## config.mk

```make
export PLATFORM = sky130hd
export DESIGN_NAME = alu_seq_ctrl
export DESIGN_NICKNAME = d
export VERILOG_FILES = /design/src/rtl/alu_pkg.sv /design/src/rtl/alu_seq_ctrl.sv
export SDC_FILE = /design/constraint.sdc
export NUM_CORES = 1
export LEC_CHECK = 0
export ABC_AREA = 0
export BUFFER_PORTS_ARGS = -buffer_cell sky130_fd_sc_hd__buf_2
export CORE_ASPECT_RATIO = 1.2
export CORE_MARGIN = 1.5
export CORE_UTILIZATION = 41
export CTS_BUF_LIST = sky130_fd_sc_hd__clkbuf_16
export DETAILED_ROUTE_END_ITERATION = 16
export PLACE_DENSITY = 0.92
export SKIP_LAST_GASP = 1
export SYNTH_ARGS = -nofsm -noshare
export SYNTH_HDL_FRONTEND = slang
export SYNTH_SLANG_ARGS = --single-unit
```

## constraint.sdc

```tcl
create_clock -name clk -period 2.09 [get_ports clk]
set_clock_uncertainty 0.05 [all_clocks]
set_input_delay 0.3135 -clock clk [delete_from_list [all_inputs] [get_ports clk]]
set_output_delay 0.3135 -clock clk [all_outputs]
set_load 0.02 [all_outputs]
```

## src/rtl/alu_pkg.sv

```systemverilog
// Shared definitions for the ALU instruction sequencer: opcodes, FSM state
// encoding and the opcode legality check.
package alu_pkg;

    localparam int DATA_W = 32;
    localparam int ADDR_W = 5;
    localparam int OPND_W = 5;
    localparam int OP_W   = 4;

    localparam logic [3:0] OP_ADD  = 4'b0000;
    localparam logic [3:0] OP_SUB  = 4'b0001;
    localparam logic [3:0] OP_AND  = 4'b0010;
    localparam logic [3:0] OP_MUL  = 4'b0011;
    localparam logic [3:0] OP_LAST = OP_MUL;

    typedef enum logic [1:0] {
        IDLE = 2'd0,
        READ = 2'd1,
        EXEC = 2'd2,
        WB   = 2'd3
    } state_e;

    function automatic logic op_is_legal(input logic [3:0] op);
        return (op <= OP_LAST);
    endfunction

endpackage

```

## src/rtl/alu_seq_ctrl.sv

```systemverilog
// Four-state sequencer: accept one register-to-register instruction, read both
// operands, drive the external ALU, then write the result back to the bank.
module alu_seq_ctrl
    import alu_pkg::*;
#(
    parameter int DATA_W_P = DATA_W,
    parameter int ADDR_W_P = ADDR_W,
    parameter int OPND_W_P = OPND_W
) (
    input  logic                clk,
    input  logic                rst,
    input  logic                instr_valid,
    output logic                instr_ready,
    input  logic [OP_W-1:0]     instr_op,
    input  logic [ADDR_W_P-1:0] instr_rs_a,
    input  logic [ADDR_W_P-1:0] instr_rs_b,
    input  logic [ADDR_W_P-1:0] instr_rd,
    output logic [ADDR_W_P-1:0] rf_raddr_a,
    output logic [ADDR_W_P-1:0] rf_raddr_b,
    input  logic [DATA_W_P-1:0] rf_rdata_a,
    input  logic [DATA_W_P-1:0] rf_rdata_b,
    output logic                rf_we,
    output logic [ADDR_W_P-1:0] rf_waddr,
    output logic [DATA_W_P-1:0] rf_wdata,
    output logic [OPND_W_P-1:0] alu_a,
    output logic [OPND_W_P-1:0] alu_b,
    output logic [OP_W-1:0]     alu_op,
    input  logic [DATA_W_P-1:0] alu_resul,
    output logic                done,
    output logic                err,
    output logic                busy
);

    state_e                state_q, state_d;
    logic [OP_W-1:0]       op_q, op_d;
    logic [ADDR_W_P-1:0]   rs_a_q, rs_a_d;
    logic [ADDR_W_P-1:0]   rs_b_q, rs_b_d;
    logic [ADDR_W_P-1:0]   rd_q, rd_d;
    logic [DATA_W_P-1:0]   res_q, res_d;
    logic                  legal;

    // Only the operand slice of the read data feeds the ALU.
    logic unused_rdata;
    assign unused_rdata = ^{rf_rdata_a[DATA_W_P-1:OPND_W_P], rf_rdata_b[DATA_W_P-1:OPND_W_P]};

    always_ff @(posedge clk or posedge rst) begin
        if (rst) begin
            state_q <= IDLE;
            op_q    <= '0;
            rs_a_q  <= '0;
            rs_b_q  <= '0;
            rd_q    <= '0;
            res_q   <= '0;
        end else begin
            state_q <= state_d;
            op_q    <= op_d;
            rs_a_q  <= rs_a_d;
            rs_b_q  <= rs_b_d;
            rd_q    <= rd_d;
            res_q   <= res_d;
        end
    end

    always_comb begin
        state_d = state_q;
        op_d    = op_q;
        rs_a_d  = rs_a_q;
        rs_b_d  = rs_b_q;
        rd_d    = rd_q;
        res_d   = res_q;
        case (state_q)
            IDLE: begin
                if (instr_valid) begin
                    op_d    = instr_op;
                    rs_a_d  = instr_rs_a;
                    rs_b_d  = instr_rs_b;
                    rd_d    = instr_rd;
                    state_d = READ;
                end
            end
            READ: state_d = EXEC;
            EXEC: begin
                res_d   = alu_resul;
                state_d = WB;
            end
            WB:      state_d = IDLE;
            default: state_d = IDLE;
        endcase
    end

    // Outputs depend on state_q and latched fields only, so a reset drops them at once.
    always_comb begin
        legal       = op_is_legal(op_q);
        instr_ready = (state_q == IDLE);
        busy        = (state_q != IDLE);
        rf_raddr_a  = (state_q == READ) ? rs_a_q : '0;
        rf_raddr_b  = (state_q == READ) ? rs_b_q : '0;
        alu_a       = (state_q == EXEC) ? rf_rdata_a[OPND_W_P-1:0] : '0;
        alu_b       = (state_q == EXEC) ? rf_rdata_b[OPND_W_P-1:0] : '0;
        alu_op      = (state_q == EXEC) ? op_q : '0;
        rf_we       = (state_q == WB) && legal;
        rf_waddr    = (state_q == WB) ? rd_q : '0;
        rf_wdata    = (state_q == WB) ? res_q : '0;
        done        = (state_q == WB);
        err         = (state_q == WB) && !legal;
    end

endmodule

```

==> flow_summary.ini, run 1 <==
[pwr]
pwr-share-clk_pct = 14.3
p_sw_share_pct = 37.32
power_switching_mw = 1.973
ir_drop_mv = 0.7628
power-per-cell-area_mw_per_mm2 = 1550
combPwrFrac_pct = 51.1
finalPower_mw = 5.288
intPower_mw = 3.314
p_leak_nw = 1.819
p_seq_share_pct = 34.6

[worst_setup_path]
critPathMaxFanout = 20
end_kind = output port
cpMaxStageDelayCell = dfrtp_1
r2r_slack_ns = 0.26
cp.arrival_ns = 1.57
critPathBufInv = 2
required_ns = 1.73
crit_type = reg2out
cp-start-kind = flip-flop
crit_family = flip-flops
cp_cell_sequence = inv_1, ha_2, and2_1, buf_2
critPathMaxStageDelay_ns = 0.43

[yosys]
ys_types = 16
synth_edf_count = 0
synthTopCellsByArea = dfrtp_1 (53%), mux2_2 (19%), and2_1 (15%), mux2_4 (6.0%), ha_1 (3.0%)
ys_seq_area_share_pct = 52.66
synth.top_cells.by_count = and2_1 (61), dfrtp_1 (53), mux2_2 (42)
synth_area_mm2 = 0.002519
syn_inst = 193
synthFlopType = dfrtp_1
yosys.area.top_type_share_pct = 52.66
postSynth.asyncResetShare_pct = 100.0
synth_area_per_cell_um2 = 13.05
synth_most_common_cell = and2_1
synth_nets = 317
synth_top_area_cell = dfrtp_1
synth-seq-cells = 53
yosysWarnings = 0

[timing]
final.period_utilization_pct = 92.43
timing.fmax_mhz = 517.7
period_minus_slack_ns = 1.932
hold_viol = 1
maxSlewViolCount = 0
layout_setup_ws_ns = 0.1583
worst_slew_pin_slew_ns = 0.4907
max-slew-margin-rel_pct = 67.24
grt_setup_unrepaired = false
fin_tns_setup_ns = 0
setup_viol = 0
fin_hold_ws_ns = -0.0005452

[clock_tree]
post_cts_resized = 0
cts_max_path_buffers = 2
root_buffer = clkbuf_16
cts_setup_buffers = 0
clock-sinks = 53
clk_latency_ns = 0.28
cts_made_buffers = 5
cts_tree = yes
cts-hold-fix-buffers = 0
htreeDepth = 2
clkSlewWorstSetupHoldPaths_ns = 0.06

[drt]
drtIter0Drc = 42
drt.antenna.violating_nets = 0
post_drt_wl_per_cell_um = 12.43
first_pass_iters = 4
route.detailed.drc = 0
wl_um = 5059
num_vias = 1839
via_per_inst = 4.518

[cells_and_area]
syn_to_final_growth_pct = 35.42
antenna_cells = 0
fillers = 536
fin_nets = 449
utilization_pct = 57.10
drive_above_1_share_pct = 60.31

[flow_run]
drv_cap = 0

[floorplan]
coreArea_mm2 = 0.005973
ios = 184
die_h_um = 88.86
die_x_um = 74.55
initial_utilization_pct = 42.17
dieArea_mm2 = 0.006625
num_rows = 31

[status]
outcome = finished with violations
violations = hold timing

[placement]
dpl_worst_slack_ns = 0.2307
dp_hpwl_um = 4014
place_congestion = 0.6969
numPortBuffers = 129

[global_route]
overflow = 0
grt_pass1_vias = 1785
grt_pass1_wl_um = 7962
grt_max_degree = 33
grt_usage_pct = 15.80
grt_antenna_before_repair = 0

[min_path]
hold_path.class = in2async
routing by layer:
metal | global-route usage, % | part of all wire (%)
met1 | 18.56 | 41
met2 | 28.41 | 51
met3 | 3.759 | 6.9
met5 | 0 | 0
met4 | 4.628 | 1.1
kinds of logic (layout without fill, tap and decap cells):
kind of cell    after synthesis  after routing  synth area share [%]
simple gates                 66             66                 16.44
flops                        53             53                 52.66
mux                          52             52                 24.74
buf+inv                      14            146                 2.682
fa+ha+maj                     6              6                 2.981
compound gates                2              2                0.4967
power by group through the flow:
| stage | combinational (mW) | sequential (mW) | clock, mW |
|---|---|---|---|
| floorplan | 2.04 | 1.75 | 0 |
| global placement | 2.68 | 1.81 | 0 |
| detailed placement | 2.75 | 1.85 | 0 |
| CTS | 2.76 | 1.83 | 0.794 |
| global route | 2.95 | 1.91 | 0.844 |
| finish | 2.70 | 1.83 | 0.758 |
flip-flops by register name (all words and copies together) (netlist names):
name	count
res_q	32
rd_q	5
rs_a_q	5
rs_b_q	5
op_q	4
state_q	2
cell type report:
type	instances	area [µm²]	share of cell area, %
Tap cell	82	102.6	3.008
Multi-Input combinational cell	126	1127	33.05
Inverter	4	15.01	0.4402
Timing Repair Buffer	135	703.2	20.62
Sequential cell	53	1326	38.88
Clock buffer	5	125.1	3.668
Clock inverter	2	11.26	0.3302
cell usage in the layout, fill, tap and decap left out, drive strengths merged:
| master | count |
|---|---|
| o21a | 1 |
| inv | 4 |
| clkbuf | 5 |
| nand2 | 1 |
| a21oi | 1 |
| nor3b | 1 |
| ha | 6 |
| nor2 | 2 |
| clkinv | 1 |
| buf | 135 |
| clkinvlp | 1 |
| and2 | 61 |
| dfrtp | 53 |
| mux2 | 52 |
| nand2b | 1 |
per-stage QoR:
step,instances,hold WS (ns),cell area (µm²)
finish,407,-0.0005452,3411
CTS,407,0.01482,3411
detailed placement,400,0.3175,3274
floorplan,193,0.4120,2519
global placement,400,0.3083,3274
global route,407,0.03847,3411
path summary, 6_finish.rpt:
kind                       cells after the start        end           from
max in group asynchronous                      3  res_q[20]            rst
hold / removal                                 2    rd_q[0]            rst
hold reg to reg                                1   res_q[7]       res_q[7]
setup reg to reg                               4  res_q[15]     state_q[0]
setup / recovery                               4   alu_a[0]     state_q[0]
min in group clk                               2  rs_b_q[1]  instr_rs_b[1]
Power figures use the tool's default switching activity.
==> inputs of run 2 (changes only) <==
Settings changed: CTS_BUF_LIST sky130_fd_sc_hd__clkbuf_16 to sky130_fd_sc_hd__clkbuf_2 sky130_fd_sc_hd__clkbuf_4 sky130_fd_sc_hd__clkbuf_8.
==> run 2 against run 1 <==
  * The flow now finishes without violations
  * Clock power down 24%
  * Routed wire length up 0.63%
  * Cell area down 0.77%
  * Cell count up 0.25%
  * Hold slack better by 0.19 ns
  * Total power down 3.1%
  * Global-route usage down 0.095 points
  * Register-to-register slack better by 0.11 ns
  * Die area unchanged
  * Non-clock buffer count up 1
  * Fmax down 0.15%
  * Critical path type unchanged
  * Critical endpoint is now rf_we
==> flow_summary.ini, run 2 (synthesis gave the netlist of run 1 again) <==
[status]
outcome = complete, no violations

[timing]
hold_viol = 0
worst_slew_pin_slew_ns = 0.4890
max-slew-margin-rel_pct = 67.35
grt_setup_unrepaired = true
final.period_utilization_pct = 92.56
period_minus_slack_ns = 1.935
timing.fmax_mhz = 516.9
setup_viol = 0
maxSlewViolCount = 0

[cells_and_area]
multiInputGateArea_mm2 = 0.001137
final_common_cell = buf_2
syn_to_final_growth_pct = 34.38
ff_latch_area_mm2 = 0.001326
drive_above_1_share_pct = 60.43
design_area_mm2 = 0.003385
fin_nets = 450
antenna_cells = 0
top_register = res_q
utilization_pct = 56.66
fillers = 537
final_cell_mix = buf_2 (129), and2_1 (61), dfrtp_1 (53)
largest_register_ffs = 32

[placement]
dp_hpwl_um = 4014
numPortBuffers = 129
place_area_mm2 = 0.003274
place_congestion = 0.6969

[worst_setup_path]
critPathMaxFanout = 16
r2r-start = state_q[0]
end_kind = output port
crit_type = reg2out
r2r_end = res_q[15]
required_ns = 1.73
cp.arrival_ns = 1.57
cp-start-kind = flip-flop
r2r_slack_ns = 0.37
reg2reg_depth = 4

[clock_tree]
cts_tree = yes
clk_latency_ns = 0.29
cts_setup_buffers = 0
cts_made_buffers = 5
clock-sinks = 53
clkSlewWorstSetupHoldPaths_ns = 0.09
htreeDepth = 2
cts_max_path_buffers = 2
root_buffer = clkbuf_8

[floorplan]
initial_utilization_pct = 42.17
num_rows = 31
ios = 184
die_x_um = 74.55
dieArea_mm2 = 0.006625
die_h_um = 88.86
coreArea_mm2 = 0.005973

[min_path]
hold_end = rs_a_q[1]
hold_path.class = in2reg
min_from = instr_rs_a[1]
whs_path_depth = 2

[global_route]
grt_max_degree = 33
grt_pass1_vias = 1783
grt_pass1_wl_um = 7955
grt_usage_pct = 15.71
overflow = 0
grt_antenna_before_repair = 0

[pwr]
finalPower_mw = 5.124
p_leak_nw = 1.805
power-per-cell-area_mw_per_mm2 = 1514
ir_drop_mv = 0.7370

[flow_run]
drv_cap = 0

[drt]
drt.antenna.violating_nets = 0
via_per_inst = 4.522
route.detailed.drc = 0
wl_um = 5091
first_pass_iters = 4
post_drt_wl_per_cell_um = 12.48
drtIter0Drc = 34
num_vias = 1845
-- run 2: critical path: stages, from the launching register on --
cell and delay, ns:
dfrtp_1 0.45, ha_1 0.21, buf_4 0.19, nor3b_1 0.22
buf_2 0.20
-- run 2: stage by stage --
step           TNS [ns]  hold slack, ns  setup WS, ns  std cells
2_1_floorplan         0          0.4120        0.4124        193
3_3_place_gp          0          0.3083        0.3010        400
3_5_place_dp          0          0.3175        0.2307        400
4_1_cts               0          0.1808        0.1021        408
5_1_grt        -0.01215          0.1734      -0.01215        408
6_report              0          0.1928        0.1554        408
-- run 2: final cells by class --
class / instances / share of cell area, %
Clock inverter: 1 / 0.2218
Clock buffer: 6 / 2.440
Timing Repair Buffer: 136 / 21.07
Multi-Input combinational cell: 126 / 33.60
Inverter: 4 / 0.4436
Tap cell: 82 / 3.031
Sequential cell: 53 / 39.19
-- run 2: how the worst max path moves through the flow --
stage          startpoint         to  slack [ns]  depth (start not counted)
6_report       state_q[1]      rf_we        0.16                          4
5_1_grt        state_q[1]      rf_we       -0.01                          4
4_1_cts        state_q[0]   alu_a[0]        0.10                          4
3_5_place_dp   state_q[0]  res_q[15]        0.23                          4
3_3_place_gp   state_q[0]  res_q[21]        0.30                          4
2_1_floorplan  state_q[0]      rf_we        0.41                          3
-- run 2: layer usage --
metal  up-vias  part of all wire (%)  global-route usage [%]
met5         -                     0                       0
met4         0                   1.1                   4.628
met3         5                   6.6                   3.417
met2        73                    51                   28.33
met1       873                    41                   18.56
li1        894                     -                       -
-- run 2: report_power, final --
part	internal [mW]	total, mW	switching, mW	leakage, nW
Combinational	1.33	2.72	1.39	1.14
Sequential	1.56	1.83	0.268	0.621
Clock	0.262	0.574	0.312	0.0433
Total	3.16	5.12	1.97	1.80
-- run 2: what timing repair did --
item | 4_1_cts | 5_1_grt
hold buffers | 1 | 0
hold endpoints to repair | 21 | 0
gates resized for setup | 0 | 1
setup endpoints to repair | 0 | 9
==> inputs of run 3 (changes only) <==
Settings changed: CORE_UTILIZATION 41 to 38, PLACE_DENSITY 0.92 to 0.9.
Clock period 2.09 ns to 1.63 ns, I/O delays scaled along.
==> run 3 against run 2 <==
  * The run now ends with setup timing left
  * Cell area is 14% higher
  * Flip-flop and latch count did not move
  * Utilization up 3.3 points
  * Global-route usage is 1.2 points higher
  * Hold slack got worse by 0.086 ns
  * Die area rose by 7.6%
  * Sequential power rose by 31%
  * Cell count increased by 4.4%
  * Sequential share of layout area down 4.6 points
  * Clock power up 59%
  * First-iteration DRC count rose by 2.9%
  * Clock-buffer cell count is 1 lower
  * Largest power group unchanged
==> flow_summary.ini, run 3 (synthesis gave the netlist of run 1 again) <==
[drt]
first_pass_iters = 4
drtIter0Drc = 35
post_drt_wl_per_cell_um = 14.17
wl_um = 6037
via_per_inst = 4.512
route.detailed.drc = 0
num_vias = 1922
drt.antenna.violating_nets = 0

[timing]
final.period_utilization_pct = 108.1
fin_hold_ws_ns = 0.1070
grt_setup_unrepaired = true
period_minus_slack_ns = 1.762
setup_viol = 64
maxSlewViolCount = 0
hold_viol = 0
layout_setup_ws_ns = -0.1317
fin_tns_setup_ns = -6.300
worst_slew_pin_slew_ns = 0.4769
timing.fmax_mhz = 567.6
max-slew-margin-rel_pct = 68.16

[min_path]
hold_path.class = in2reg

[placement]
place_area_mm2 = 0.003291
place_congestion = 0.7285
dpl_worst_slack_ns = -0.01910
numPortBuffers = 129
dp_hpwl_um = 4079

[cells_and_area]
drive_above_1_share_pct = 69.50
antenna_cells = 0
multiInputGateArea_mm2 = 0.001245
fin_nets = 464
largest_register_ffs = 32
syn_to_final_growth_pct = 52.61
top_register = res_q
fillers = 505
design_area_mm2 = 0.003844
final_cell_mix = buf_2 (106), dfrtp_1 (51), and2_1 (45)
ff_latch_area_mm2 = 0.001329
final_common_cell = buf_2

[pwr]
p_leak_nw = 1.954
combPwrFrac_pct = 58.1
power_switching_mw = 2.888
p_seq_share_pct = 30.3
p_sw_share_pct = 36.67
pwr-share-clk_pct = 11.5
ir_drop_mv = 0.7925
finalPower_mw = 7.877
power-per-cell-area_mw_per_mm2 = 2049
intPower_mw = 4.989

[floorplan]
ios = 184
coreArea_mm2 = 0.006406
dieArea_mm2 = 0.007128
die_h_um = 92.19
die_x_um = 77.32
initial_utilization_pct = 39.32
num_rows = 32

[worst_setup_path]
crit_type = reg2out
end_kind = output port
critPathMaxFanout = 23
cp.arrival_ns = 1.47
cp-start-kind = flip-flop
required_ns = 1.34

[clock_tree]
clkSlewWorstSetupHoldPaths_ns = 0.10
cts_max_path_buffers = 2
cts_tree = yes
cts_made_buffers = 5
clk_latency_ns = 0.30
root_buffer = clkbuf_8
clock-sinks = 53
htreeDepth = 2

[global_route]
grt_usage_pct = 16.95
grt_max_degree = 35
overflow = 0
grt_antenna_before_repair = 0
grt_pass1_vias = 1964
grt_pass1_wl_um = 9404

[status]
violations = setup timing
outcome = finished with violations

[flow_run]
drv_cap = 0
## run 3: final timing paths
path | slack [ns] | start | depth (start not counted) | to
worst max-delay path | -0.13 | state_q[1] | 4 | rf_wdata[15]
worst min-delay path | 0.11 | alu_resul[12] | 2 | res_q[12]
worst max register to register | 0.04 | state_q[0] | 6 | res_q[11]
worst min register to register | 0.45 | rd_q[1] | 1 | rd_q[1]
max in group asynchronous | 0.53 | rst | 4 | state_q[0]
min in group asynchronous | 0.44 | rst | 3 | res_q[27]
## run 3: power by group through the flow
| stage | registers [mW] | clock network (mW) | logic [mW] |
|---|---|---|---|
| global route | 2.48 | 0.977 | 4.87 |
| detailed placement | 2.37 | 0 | 3.56 |
| finish | 2.39 | 0.910 | 4.58 |
| global placement | 2.31 | 0 | 3.49 |
| CTS | 2.37 | 0.944 | 4.39 |
| floorplan | 2.24 | 0 | 2.61 |
## run 3: area by class of cell
class	count	share of cell area [%]
Multi-Input combinational cell	126	32.39
Tap cell	85	2.767
Timing Repair Buffer	150	26.82
Clock buffer	5	1.790
Clock inverter	3	1.204
Sequential cell	53	34.57
Inverter	4	0.4557
## run 3: per-stage QoR
| step | util, % | std cells |
|---|---|---|
| after detailed placement | 51.37 | 403 |
| final | 60.00 | 426 |
| after global placement | 51.37 | 403 |
| after floorplan | - | 193 |
| after CTS | 58.50 | 425 |
| after global routing | 60.00 | 426 |
## run 3: layer usage
metal	vias to the layer above	GRT usage, %	wire, µm
met5	-	0	0
met4	0	5.758	110
li1	917	-	-
met2	79	30.34	3190
met1	915	19.44	2406
met3	11	4.378	330
## run 3: worst max-delay path, stage by stage, from the launching register on
cell and delay, ns:
dfrtp_2 0.49, ha_4 0.21, buf_12 0.15, and2_1 0.16, buf_4 0.15
## run 3: timing repair
item / 4_1_cts / 5_1_grt
hold endpoints to repair: 19 / 0
gates cloned: 2 / 1
buffers inserted: 11 / 1
pin swaps: 2 / 3
resized for setup: 65 / 26
hold buffers: 1 / 0
endpoints found under the setup margin: 72 / 107
